### src/rtl/serial_adder.sv
// Bit-serial N-bit adder: parallel operands are shifted LSB-first through a
// full-adder slice built from two half_adder cells, one bit per clock.

module half_adder (
  input  logic a,
  input  logic b,
  output logic s,
  output logic c
);
  assign s = a ^ b;
  assign c = a & b;
endmodule

module serial_adder #(
  parameter int unsigned N = 8
) (
  input  logic         clk,
  input  logic         rst,
  input  logic         start,
  input  logic [N-1:0] a,
  input  logic [N-1:0] b,
  output logic         busy,
  output logic         done,
  output logic [N-1:0] sum,
  output logic         co
);
  localparam int unsigned CW = $clog2(N);
  localparam logic [CW-1:0] LAST = CW'(N - 1);

  typedef enum logic [1:0] {
    IDLE = 2'b00,
    RUN  = 2'b01,
    DONE = 2'b10
  } state_t;

  state_t        state_q, state_d;
  logic [N-1:0]  ra_q, ra_d;
  logic [N-1:0]  rb_q, rb_d;
  logic [N-1:0]  rs_q, rs_d;
  logic [N-1:0]  sum_q, sum_d;
  logic [CW-1:0] cnt_q, cnt_d;
  logic          c_q, c_d;
  logic          co_q, co_d;

  logic p, g0, s, g1, cout;

  // Full-adder slice: propagate/generate from the operand bits, then fold in carry.
  half_adder u_ha0 (.a(ra_q[0]), .b(rb_q[0]), .s(p), .c(g0));
  half_adder u_ha1 (.a(p),       .b(c_q),     .s(s), .c(g1));
  assign cout = g0 | g1;

  always_comb begin
    state_d = state_q;
    ra_d    = ra_q;
    rb_d    = rb_q;
    rs_d    = rs_q;
    sum_d   = sum_q;
    cnt_d   = cnt_q;
    c_d     = c_q;
    co_d    = co_q;
    case (state_q)
      IDLE: begin
        if (start) begin
          ra_d    = a;
          rb_d    = b;
          rs_d    = '0;
          cnt_d   = '0;
          c_d     = 1'b0;
          state_d = RUN;
        end
      end
      RUN: begin
        rs_d  = {s, rs_q[N-1:1]};
        ra_d  = {1'b0, ra_q[N-1:1]};
        rb_d  = {1'b0, rb_q[N-1:1]};
        c_d   = cout;
        cnt_d = cnt_q + CW'(1);
        if (cnt_q == LAST) begin
          sum_d   = {s, rs_q[N-1:1]};
          co_d    = cout;
          state_d = DONE;
        end
      end
      DONE:    state_d = IDLE;
      default: state_d = IDLE;
    endcase
  end

  always_ff @(posedge clk) begin
    if (rst) begin
      state_q <= IDLE;
      ra_q    <= '0;
      rb_q    <= '0;
      rs_q    <= '0;
      sum_q   <= '0;
      cnt_q   <= '0;
      c_q     <= 1'b0;
      co_q    <= 1'b0;
    end else begin
      state_q <= state_d;
      ra_q    <= ra_d;
      rb_q    <= rb_d;
      rs_q    <= rs_d;
      sum_q   <= sum_d;
      cnt_q   <= cnt_d;
      c_q     <= c_d;
      co_q    <= co_d;
    end
  end

  assign busy = (state_q == RUN);
  assign done = (state_q == DONE);
  assign sum  = sum_q;
  assign co   = co_q;
endmodule

### config.mk
export PLATFORM = sky130hd
export DESIGN_NAME = serial_adder
export DESIGN_NICKNAME = d
export VERILOG_FILES = /design/src/rtl/serial_adder.sv
export SDC_FILE = /design/constraint.sdc
export NUM_CORES = 1
export LEC_CHECK = 0
export BUFFER_PORTS_ARGS = -buffer_cell sky130_fd_sc_hd__buf_2
export CAP_MARGIN = 40
export CORE_MARGIN = 2
export CORE_UTILIZATION = 58
export DETAILED_ROUTE_END_ITERATION = 10
export PLACE_DENSITY = 0.83
export SYNTH_ARGS = -nofsm -noshare
export SYNTH_HDL_FRONTEND = slang
export SYNTH_SLANG_ARGS = --single-unit
### constraint.sdc
create_clock -name clk -period 2.04 [get_ports clk]
set_clock_uncertainty 0.05 [all_clocks]
set_input_delay 0.306 -clock clk [delete_from_list [all_inputs] [get_ports clk]]
set_output_delay 0.306 -clock clk [all_outputs]
set_load 0.005 [all_outputs]
==> impl_metrics.toml <==
[route]
routed_via_density = 5.58
drtPass1Iterations = 4
drt-total-wl_mm = 3.13
drcViolationCount = 0
via_count = 1233
wire_per_inst_um = 14.1
drtIter0Drc = 54
postRouteAntennaNets = 0

[critical_path]
cp_top_family = "flip-flops"
crit_path_start_kind = "flip-flop"
cp_cell_sequence = "nor2b_2 > buf_2"
cp-end-kind = "output port"
crit_path_max_incr_delay_ns = 0.50
required_ns = 1.68
critPathKind = "flip-flop to output port"
regToRegEndpoint = "ra_q[2]"
cp_max_fo = 13
critPathSlowestCell = "dfxtp_2"
rrSetupSlack_ns = 0.54
path_buf_inv = 1
rr_startpoint = "state_q[1]"
arrival_ns = 1.43
ff2ff_path_depth = 4

[sta]
max_freq_mhz = 559
hold_violations = 0
period_needed_ns = 1.79
setup_viol = 0
rsz0062_at_grt = "false"
fin_crit_sh = 0.878
setup_tns_ns = 0
slew_headroom = 0.691
worst_pin_slew_ns = 0.464
slew_violations = 0

[clocking]
root_buffer = "clkbuf_4"
postCtsSetupBuffers = 0
cts_buffers = 5
cts_tree = "built"
htree_num_levels = 2
clk_latency_ns = 0.35
cts_sinks = 38
cts_hold_buf = 0
path_clk_slew_ns = 0.12
clk_path_buf_depth = 2

[logic_synthesis]
synthFlopType = "dfxtp_1"
netlist_instances = 161
async_flop_share = 0
synth_cell_types = 26
ys_seq_area_frac = 0.464
ys_seq_elements = 38
synth-edff-count = 0
synth_fp_nets = 183
yosysWarnings = 0
mappedNetlistArea_sq_mm = 0.00164
syn_avg_cell_area_sq_um = 10.2

[worst_hold_path]
hp-class = "input pin to flip-flop"
hold_path_depth = 3
min_to = "ra_q[7]"
min_from = "a[7]"

[floorplanning]
fp-row-count = 19
io_pins = 30
start_util = 0.604
coreArea_sq_mm = 0.00271
fp.dieH_um = 57.1
die-area_sq_mm = 0.00326
die_w_um = 57.1

[layout]
final_common_cell = "dfxtp_1"
drive_above_1_share = 0.321
instances_no_fill = 221
layout.nets = 211
mostFrequentLayoutCells = "dfxtp_1, buf_2, nor2_1"
antenna_cells = 0
area_growth_syn_to_layout_pct = 14.6

[global_routing]
grt_pass1_vias = 1242
track_usage = 0.216
grt_pass1_wl_mm = 5.40
grt.overflow.total = 0
grt_max_degree = 39
grt_antenna_before_repair = 0

[placement]
dp_cells = 213
gp_congestion = 0.781
dp_hpwl_mm = 2.27
io_buffers = 29

[flow_run]
max_cap_viol_count = 0

[power_and_ir_drop]
p_leak_uw = 0.000771
peakVddDrop_v = 0.000722
powerDensity_mw_per_mm2 = 856
power_uw = 1610

[outcome]
status = "finished, final reports clean"
## synthesized netlist by cell type (2+ instances only)
cell type,count,share of area
mux2i_1,13,0.079
buf_2,3,0.0092
clkbuf_1,3,0.0069
a2111oi_2,2,0.018
ha_1,2,0.015
buf_6,3,0.021
nand2_1,18,0.041
a211oi_2,13,0.099
nor2_1,27,0.062
inv_1,2,0.0046
a22oi_1,12,0.055
dfxtp_1,38,0.46
buf_4,3,0.014
nor4b_1,2,0.011
a21oi_1,9,0.027
## what timing repair did
item | CTS | global route
endpoints found under the setup margin | 0 | 1
resized for setup | 0 | 1
hold endpoints to repair | 0 | 0
## report_power, final
group / total [uW] / switching [uW] / internal, uW
logic: 170 / 91.1 / 78.8
clock network: 638 / 255 / 383
registers: 799 / 24.3 / 775
## how the worst max path moves through the flow
stage / start / to / slack (ns) / depth (start not counted)
CTS: state_q[0] / busy / 0.08 / 2
floorplan: cnt_q[0] / sum[0] / 0.72 / 6
detailed placement: state_q[0] / ra_q[2] / 0.44 / 4
global route: state_q[0] / busy / 0.17 / 2
global placement: state_q[0] / busy / 0.53 / 2
finish: state_q[0] / busy / 0.25 / 2
## flip-flops by register name, indices dropped and copies added, names as in the netlist
signal,cells
rb_q,8
cnt_q,3
ra_q,8
sum,8
rs_q,7
c_q,1
co,1
state_q,2
## cell type report
type	count	area [sq um]
fill	226	833
multi-input combinational	108	767
sequential	38	762
timing repair buffer	34	195
clock inverter	3	68.8
tap	31	38.8
clock buffer	5	37.5
inverter	2	7.51
## worst reg2reg max path, cell delays in order (launching register included)
cell	delay, ns
dfxtp_1	0.44
o21ba_1	0.45
buf_12	0.21
nor2_1	0.08
a211oi_2	0.19
## through the flow
step / utilization / hold WS [ns] / instance area, sq um / worst slack (ns)
final: 0.693 / 0.147 / 1880 / 0.250
after global routing: 0.693 / 0.154 / 1880 / 0.169
after CTS: 0.692 / 0.144 / 1880 / 0.0759
after detailed placement: 0.653 / 0.395 / 1770 / 0.435
after global placement: 0.653 / 0.392 / 1770 / 0.533
after floorplan: - / 0.382 / 1640 / 0.717
## per-layer routing
| layer | vias to the layer above | track usage | part of all wire |
|---|---|---|---|
| met5 | - | 0 | 0 |
| met4 | 0 | 0.0698 | 0.011 |
| met2 | 32 | 0.369 | 0.49 |
| met1 | 574 | 0.254 | 0.44 |
| li1 | 623 | - | - |
| met3 | 4 | 0.0726 | 0.051 |
## cell families after synthesis
logic type / share of synthesized area
multiplexers: 0.0794
flip-flops: 0.464
adder cells (fa/ha/maj): 0.0275
AO/OA/AOI/OAI: 0.211
AND/OR/NAND/NOR: 0.150
buffers and inverters: 0.0672
Note: power is estimated with default switching activity, not from simulation.
